==> src/rtl/dmem_port_arbiter_if.sv <==
// One requester port into the data-memory arbiter: request fields in, comb grant plus
// registered 1-cycle response out. master = requester side, slave = arbiter side.
interface dmem_port_arbiter_if;
    logic        req;
    logic        we;
    logic [31:0] addr;
    logic [31:0] wdata;
    logic [2:0]  func3;
    logic        gnt;
    logic        rvalid;
    logic [31:0] rdata;
    logic        err;

    modport master (
        output req, we, addr, wdata, func3,
        input  gnt, rvalid, rdata, err
    );

    modport slave (
        input  req, we, addr, wdata, func3,
        output gnt, rvalid, rdata, err
    );
endinterface

==> src/rtl/dmem_port_arbiter.sv <==
// Round-robin, burst-capped sharing of the single-port data memory between CPU and I2C buffer.
// Grant is comb in the request cycle, response 1 cycle later; a losing requester just holds req.
module dmem_port_arbiter #(
    parameter int MEM_BYTES = 1024,
    parameter int MAX_BURST = 4
) (
    input  logic                clk,
    input  logic                rst_n,
    dmem_port_arbiter_if.slave  cpu,
    dmem_port_arbiter_if.slave  i2c,
    output logic                mem_we,
    output logic [31:0]         mem_a,
    output logic [31:0]         mem_wd,
    output logic [2:0]          mem_func3,
    input  logic [31:0]         mem_rd
);

    localparam int CW = $clog2(MAX_BURST + 1);

    typedef enum logic {
        OWN_CPU = 1'b0,
        OWN_I2C = 1'b1
    } owner_e;

    owner_e         last_owner;
    owner_e         winner;
    owner_e         other_owner;
    logic [CW-1:0]  burst_cnt;
    logic [CW-1:0]  burst_cnt_nxt;
    logic           any_req;
    logic           keep_owner;

    logic           w_we;
    logic [31:0]    w_addr;
    logic [31:0]    w_wdata;
    logic [2:0]     w_func3;
    logic [32:0]    size;
    logic [32:0]    end_addr;
    logic           bad_func3;
    logic           misaligned;
    logic           out_of_range;
    logic           illegal;
    logic           legal_load;

    // burst_cnt==0 only occurs after reset: there is no burst to continue, so a tie
    // goes to the side opposite last_owner, which makes the CPU win the first tie.
    always_comb begin
        any_req     = cpu.req | i2c.req;
        other_owner = (last_owner == OWN_CPU) ? OWN_I2C : OWN_CPU;
        keep_owner  = (burst_cnt != '0) && (burst_cnt < CW'(MAX_BURST));
        winner      = OWN_CPU;
        if (cpu.req && i2c.req) begin
            winner = keep_owner ? last_owner : other_owner;
        end else if (i2c.req) begin
            winner = OWN_I2C;
        end

        if (winner != last_owner) begin
            burst_cnt_nxt = CW'(1);
        end else if (burst_cnt < CW'(MAX_BURST)) begin
            burst_cnt_nxt = burst_cnt + 1'b1;
        end else begin
            burst_cnt_nxt = burst_cnt;
        end
    end

    always_comb begin
        if (winner == OWN_I2C) begin
            w_we    = i2c.we;
            w_addr  = i2c.addr;
            w_wdata = i2c.wdata;
            w_func3 = i2c.func3;
        end else begin
            w_we    = cpu.we;
            w_addr  = cpu.addr;
            w_wdata = cpu.wdata;
            w_func3 = cpu.func3;
        end

        case (w_func3[1:0])
            2'b00:   size = 33'd1;
            2'b01:   size = 33'd2;
            default: size = 33'd4;
        endcase

        bad_func3    = w_we ? (w_func3 > 3'd2) : !(w_func3 inside {3'd0, 3'd1, 3'd2, 3'd4, 3'd5});
        misaligned   = ((w_func3[1:0] == 2'b01) && w_addr[0]) ||
                       ((w_func3[1:0] == 2'b10) && (w_addr[1:0] != 2'b00));
        // 33-bit sum so an address near 2^32 cannot wrap back into range
        end_addr     = {1'b0, w_addr} + size;
        out_of_range = end_addr > 33'(MEM_BYTES);
        illegal      = bad_func3 | misaligned | out_of_range;
        legal_load   = !w_we && !illegal;

        cpu.gnt   = any_req && (winner == OWN_CPU);
        i2c.gnt   = any_req && (winner == OWN_I2C);

        mem_we    = any_req && w_we && !illegal;
        mem_a     = any_req ? w_addr  : 32'h0;
        mem_wd    = any_req ? w_wdata : 32'h0;
        mem_func3 = any_req ? w_func3 : 3'b010;
    end

    always_ff @(posedge clk or negedge rst_n) begin
        if (!rst_n) begin
            last_owner <= OWN_I2C;
            burst_cnt  <= '0;
            cpu.rvalid <= 1'b0;
            cpu.err    <= 1'b0;
            cpu.rdata  <= 32'h0;
            i2c.rvalid <= 1'b0;
            i2c.err    <= 1'b0;
            i2c.rdata  <= 32'h0;
        end else begin
            cpu.rvalid <= cpu.gnt;
            cpu.err    <= cpu.gnt && illegal;
            cpu.rdata  <= (cpu.gnt && legal_load) ? mem_rd : 32'h0;
            i2c.rvalid <= i2c.gnt;
            i2c.err    <= i2c.gnt && illegal;
            i2c.rdata  <= (i2c.gnt && legal_load) ? mem_rd : 32'h0;
            if (any_req) begin
                last_owner <= winner;
                burst_cnt  <= burst_cnt_nxt;
            end
        end
    end

endmodule

==> src/flat_wrapper.sv <==
// flat-port wrapper written by rule: the top's interface ports become plain ports
module dmem_port_arbiter_flat 
#(
    parameter int MEM_BYTES = 1024,
    parameter int MAX_BURST = 4
)
  (clk, rst_n, mem_we, mem_a, mem_wd, mem_func3, mem_rd, cpu_req, cpu_we, cpu_addr, cpu_wdata, cpu_func3, cpu_gnt, cpu_rvalid, cpu_rdata, cpu_err, i2c_req, i2c_we, i2c_addr, i2c_wdata, i2c_func3, i2c_gnt, i2c_rvalid, i2c_rdata, i2c_err);
  dmem_port_arbiter_if cpu_i ();
  dmem_port_arbiter_if i2c_i ();
  input  logic clk;
  input  logic rst_n;
  output logic mem_we;
  output logic [31:0] mem_a;
  output logic [31:0] mem_wd;
  output logic [2:0] mem_func3;
  input  logic [31:0] mem_rd;
  input wire logic [$bits(cpu_i.req)-1:0] cpu_req;
  input wire logic [$bits(cpu_i.we)-1:0] cpu_we;
  input wire logic [$bits(cpu_i.addr)-1:0] cpu_addr;
  input wire logic [$bits(cpu_i.wdata)-1:0] cpu_wdata;
  input wire logic [$bits(cpu_i.func3)-1:0] cpu_func3;
  output wire logic [$bits(cpu_i.gnt)-1:0] cpu_gnt;
  output wire logic [$bits(cpu_i.rvalid)-1:0] cpu_rvalid;
  output wire logic [$bits(cpu_i.rdata)-1:0] cpu_rdata;
  output wire logic [$bits(cpu_i.err)-1:0] cpu_err;
  input wire logic [$bits(i2c_i.req)-1:0] i2c_req;
  input wire logic [$bits(i2c_i.we)-1:0] i2c_we;
  input wire logic [$bits(i2c_i.addr)-1:0] i2c_addr;
  input wire logic [$bits(i2c_i.wdata)-1:0] i2c_wdata;
  input wire logic [$bits(i2c_i.func3)-1:0] i2c_func3;
  output wire logic [$bits(i2c_i.gnt)-1:0] i2c_gnt;
  output wire logic [$bits(i2c_i.rvalid)-1:0] i2c_rvalid;
  output wire logic [$bits(i2c_i.rdata)-1:0] i2c_rdata;
  output wire logic [$bits(i2c_i.err)-1:0] i2c_err;
  assign cpu_i.req = cpu_req;
  assign cpu_i.we = cpu_we;
  assign cpu_i.addr = cpu_addr;
  assign cpu_i.wdata = cpu_wdata;
  assign cpu_i.func3 = cpu_func3;
  assign cpu_gnt = cpu_i.gnt;
  assign cpu_rvalid = cpu_i.rvalid;
  assign cpu_rdata = cpu_i.rdata;
  assign cpu_err = cpu_i.err;
  assign i2c_i.req = i2c_req;
  assign i2c_i.we = i2c_we;
  assign i2c_i.addr = i2c_addr;
  assign i2c_i.wdata = i2c_wdata;
  assign i2c_i.func3 = i2c_func3;
  assign i2c_gnt = i2c_i.gnt;
  assign i2c_rvalid = i2c_i.rvalid;
  assign i2c_rdata = i2c_i.rdata;
  assign i2c_err = i2c_i.err;
  dmem_port_arbiter #(.MEM_BYTES(MEM_BYTES), .MAX_BURST(MAX_BURST)) u_core (.clk(clk), .rst_n(rst_n), .cpu(cpu_i), .i2c(i2c_i), .mem_we(mem_we), .mem_a(mem_a), .mem_wd(mem_wd), .mem_func3(mem_func3), .mem_rd(mem_rd));
endmodule
==> config.mk <==
export PLATFORM = sky130hd
export DESIGN_NAME = dmem_port_arbiter_flat
export DESIGN_NICKNAME = d
export VERILOG_FILES = /design/src/rtl/dmem_port_arbiter_if.sv /design/src/rtl/dmem_port_arbiter.sv /design/src/flat_wrapper.sv
export SDC_FILE = /design/constraint.sdc
export NUM_CORES = 1
export LEC_CHECK = 0
export BUFFER_PORTS_ARGS = -buffer_cell sky130_fd_sc_hd__buf_2
export CAP_MARGIN = 20
export CORE_AREA = 2 2 120 122
export DETAILED_ROUTE_END_ITERATION = 7
export DIE_AREA = 0 0 122 124
export GPL_ROUTABILITY_DRIVEN = 0
export PLACE_DENSITY = 0.72
export REMOVE_ABC_BUFFERS = 1
export SETUP_SLACK_MARGIN = 0.2
export SYNTH_ARGS = -nofsm -noshare
export SYNTH_HDL_FRONTEND = slang
export SYNTH_SLANG_ARGS = --single-unit
==> constraint.sdc <==
create_clock -name clk -period 10.8 [get_ports clk]
set_input_delay 1.08 -clock clk [delete_from_list [all_inputs] [get_ports clk]]
set_output_delay 1.08 -clock clk [all_outputs]
set_load 0.02 [all_outputs]
Word level (Yosys, flattened, before mapping)
Cells that the tools add are included.
Storage, ports and cells
  output and inout port bits: 138
  bits in registers: 72
  input bits: 172
  word-level logic and storage cells: 65
Operators by class
  eq/ne operators: 7
  $add $sub $neg: 2
  reduce and logical (&&, ||, !) cells: 24
  order comparisons: 3
  muxes and demuxes: 17
  bitwise operators: 4
Operator list (number)
  $mux 32: 6
  $add 32x3->33: 1
  $gt 33x11->1 const B: 1
  $logic_and 1x1->1: 13
  $mux 3: 4
  $eq 3x3->1 const B: 2
  $mux 1: 6
  $pmux 3 s2: 1
  $reduce_bool 5->1: 1
  $reduce_bool 2->1: 2
  $add 3x1->3 const B: 1
  $eq 3x1->1 const B: 1
  $eq 3x2->1 const B: 1
  $gt 3x2->1 const B: 1
  $logic_not 1->1: 3
  $logic_not 3->1: 1
  $lt 3x3->1 const B: 1
  $or 1x1->1: 3
  $reduce_bool 3->1: 1
  $eq 2x1->1 const B: 1
  $eq 2x2->1 const B: 1
  $logic_not 2->1: 1
  $reduce_and 2->1: 1
  $logic_or 1x1->1: 1
  2 further kinds: 2

Longest topological paths before layout
  depth after elaboration: 15
  gate-level depth with buffers: 26
  gate-level depth less buffers: 18

Worst setup path before layout
Ideal clock, no wire load.
  kind: input port to output port
  start point: input port cpu_req
  end point: output port mem_we
  buffers on the path: 7
  slack: 3.555 ns
  data required time: 9.720 ns
  cell stages on the path: 23
  data arrival time: 6.165 ns
  cell sequence: or4b_1 -> nand3_2 -> inv_2 -> buf_6 -> buf_2 -> buf_2 -> buf_1 -> clkbuf_1 -> clkbuf_1 -> nand2_1 -> nand2_1 -> ha_1 -> inv_1 -> fa_1 -> nor2b_1 -> o211ai_1 -> mux2_4 -> or4b_1 -> nand4_1 -> nand4_1 -> or4_1 -> buf_2 -> a2111oi_2
Between the ends
  longest elaborated chain between the ends: 11
  elaborated cells between the ends (all ways): 30
  classes of those cells: add/sub: 1; order compare: 2; eq/ne: 6; mux: 6; bitwise: 3; reduce/logical: 12
RTL lines
  from (decl): line flat_wrapper.sv:17  | input wire logic [$bits(cpu_i.req)-1:0] cpu_req;
  parallel branches: the longest is 10 deep, another holds $add 32x3->33
  $logic_and 1x1->1 (*): line dmem_port_arbiter.sv:98  | mem_we = any_req && w_we && !illegal;
  to (decl): line flat_wrapper.sv:12  | output logic mem_we;
Every way passes the cells marked *.

Worst setup path in the final report
Ends and elaborated chain as after synthesis.

==> results.md <==
- FMAX: approximately 0.14 GHz
- Vias in the first global route: roughly 5900
- Die area: approximately 15000 µm²
- Antenna-violating nets left: 0
- Post-synth EDFFs: 0
- Clk_lat worst skew: between 300 and 400 ps
- Post-synthesis mux area share: approximately 5.1%
- Status: completed
- # setup viols final: 0
- Clock Tree Buf Depth: 2
- Initial Util: roughly two fifths
- Critical Path Fanout Max: approximately 70
- WS Path Type: in2out
- Final period util: ~69%
- Slew HR: between 30% and 40%
- Yosys reg bits: a little over 70
- Post-Syn Area: 5730 µm²
- HPWL Detailed: about 15 mm
- Pleak: ~3.7 nW
- Diode count: 0
- Sink Count: 72
- Core area: 13700 µm²
- Post-layout min period: around 7400 ps
- Vias: 6522
- Final Hold Vio Count: 0
- Ys Warns: 0
- Chip height: ~120 µm
- H-Tree Depth: 3
- DRC violations left: 0
- Syn Area/Cell: between 7 and 8 µm²
- Post-synthesis adder-cell area fraction: 1.44%
- 1st-iter DRT viols: just over 600
- Compound-cell area share of the yosys netlist: a little under a tenth
- Placed Area: approximately 7300 µm²
- Least-Margin Pin Slew: just over 1000 ps
- Layout net count: between 1000 and 1500
- All-layer global routing usage: between 20% and 30%
- Unrepaired setup endpoints after global routing: no
- Critical Path RT: 9720 ps
- I/O pin total: 310
- Slew Viols, Final: 0
- Postcts setup bufs: 0
- Largest net degree at the start of global routing: 73
- Worst min-delay path class: reg2reg
- Num rows: 43
- Post-synthesis sequential area ratio: approximately a third
- Pwr dens: around 140 nW/µm²
- Routed WL: around 20 mm
- Area Overhead vs Synth: 32.5%
- Startpoint Class: input port
- Clock skew: around 3.7 ps
- Vias/cell: 5.57
- Unique masters post-synth: 59
- Arrival time worst endpoint: 6330 ps
- CP Capture Type: primary output
- Setup TNS: 0 ps
- Post_cts resized: 0
- Gr ovfl total: 0
- Design area: around 7600 µm²
- Clock transition at the registers of the reported paths: 50 ps
- First-pass GRT wire length: 30.2 mm
- Async SR Flop Fraction: 100%
- Max-capacitance violation count: 0
- Most used DFF post-synth: dfrtp_1
- Die width: 122 µm
- Post-Synth Simple-Gate Area: ~45%
- Post-Syn Instances: around 720
- Main combinational cell family by area after synthesis: simple AND/OR/NAND/NOR gates
- Hold buffers post-CTS: 0
- Filler cell count: 1318
- Routed len/inst: between 15 and 20 µm
- CTS tree: done
- CTS Buf Count: 9
- Antenna violations before repair: 1
- Peak VDD IR: between 60 and 70 µV
- Drt pass-1 iters: 5
- XOR/XNOR Fraction of Synth Area: 2.91%
- Share of layout cells above drive strength 1: between 30% and 40%
- Root buffer cell: clkbuf_16
- IO buf count: around 300
==> cell families after synthesis <==
family,count (synthesis)
fa+ha+maj,6
flops,72
xor+xnor,19
buf+inv,69
compound gates,80
simple gates,445
mux,28
==> cell usage after synthesis, types with 10 or more instances <==
library cell	number	area, µm²
dfrtp_1	71	1780
nor3_2	50	500
nor2_1	38	143
nand2_1	135	507
xnor2_1	10	87.6
nand4_1	15	93.8
a21oi_1	32	160
nand3b_1	64	480
nor4_1	10	62.6
nor3_1	33	165
inv_1	10	37.5
nand3_1	56	280
buf_2	11	55.1
clkbuf_1	35	131
mux2i_1	22	220
==> where the power goes <==
group          switching (mW)  internal, mW
logic                   0.321         0.158
registers             0.00733         0.280
clock network           0.102         0.183
==> layout by cell type (no fill, tap or decap), drive strengths merged, types with 10 or more instances in the layout <==
cell	Yosys	layout
buf	23	314
nand2	135	135
nor3	83	83
dfrtp	71	71
nand3b	64	64
nand3	57	57
nor2	38	38
a21oi	32	32
mux2i	22	22
nand4	15	15
clkbuf	35	12
inv	11	11
nor4	10	10
xnor2	10	10
==> critical path: stages <==
cell and delay (ps):
buf_2 130, or4b_1 210, nand3_4 260, inv_4 640, nand2_1 160, nand2_1 110, ha_1 160, inv_1 50
fa_1 390, nor2b_1 350, o211ai_1 260, mux2_4 350, or4b_1 500, nand4_1 110, nand4_1 100, or4_4 840
a2111oi_2 350, buf_2 230
==> state kept, by name, indices dropped and copies added (netlist names) <==
| name | cells |
|---|---|
| u_core.cpu.err | 1 |
| u_core.i2c.err | 1 |
| u_core.cpu.rdata | 32 |
| u_core.last_owner | 1 |
| u_core.i2c.rdata | 32 |
| u_core.i2c.rvalid | 1 |
| u_core.burst_cnt | 3 |
| u_core.cpu.rvalid | 1 |
==> final timing paths <==
path | startpoint | end | slack (ps) | cells past startpoint
worst max-delay path | cpu_req | mem_we | 3390 | 18
worst min-delay path | u_core.last_owner$_DFFE_PN1N_ | u_core.last_owner$_DFFE_PN1N_ | 480 | 2
worst max register to register | u_core.burst_cnt[0]$_DFFE_PN0P_ | u_core.i2c.rdata[1]$_DFF_PN0_ | 5110 | 18
worst min register to register | u_core.last_owner$_DFFE_PN1N_ | u_core.last_owner$_DFFE_PN1N_ | 480 | 2
max in group asynchronous | rst_n | u_core.i2c.rdata[31]$_DFF_PN0_ | 9270 | 2
min in group asynchronous | rst_n | u_core.cpu.rdata[6]$_DFF_PN0_ | 950 | 2
==> area by class of cell <==
| cell class | count | area [µm²] | share of cell area [%] |
|---|---|---|---|
| multi-input cells | 578 | 3650 | 48.0 |
| flip-flops and latches | 72 | 1800 | 23.7 |
| repair buffers | 314 | 1580 | 20.9 |
| clock buffers | 12 | 246 | 3.25 |
| well taps | 180 | 225 | 2.97 |
| inverters | 11 | 43.8 | 0.577 |
| clock inverters | 3 | 42.5 | 0.560 |
==> layer usage <==
| metal | global-route usage (%) | up-vias | part of all wire [%] |
|---|---|---|---|
| met5 | 0 | - | 0.050 |
| met4 | 7.33 | 2 | 2.0 |
| met3 | 5.72 | 32 | 9.7 |
| met2 | 41.2 | 370 | 47 |
| met1 | 32.9 | 3005 | 41 |
| li1 | - | 3113 | - |
==> stage by stage <==
step | cells | utilization (%) | hold WS [ps] | worst slack [ps] | total power [mW]
2_1_floorplan | 661 | - | 458 | 25.0 | 0.592
3_3_place_gp | 1155 | 53.2 | 471 | 3460 | 0.767
3_5_place_dp | 1155 | 53.2 | 476 | 3430 | 0.769
4_1_cts | 1170 | 55.3 | 485 | 3420 | 1.06
5_1_grt | 1170 | 55.3 | 518 | 3050 | 1.11
6_report | 1170 | 55.3 | 483 | 3390 | 1.05
No activity file was read; power rests on OpenSTA's default activity.
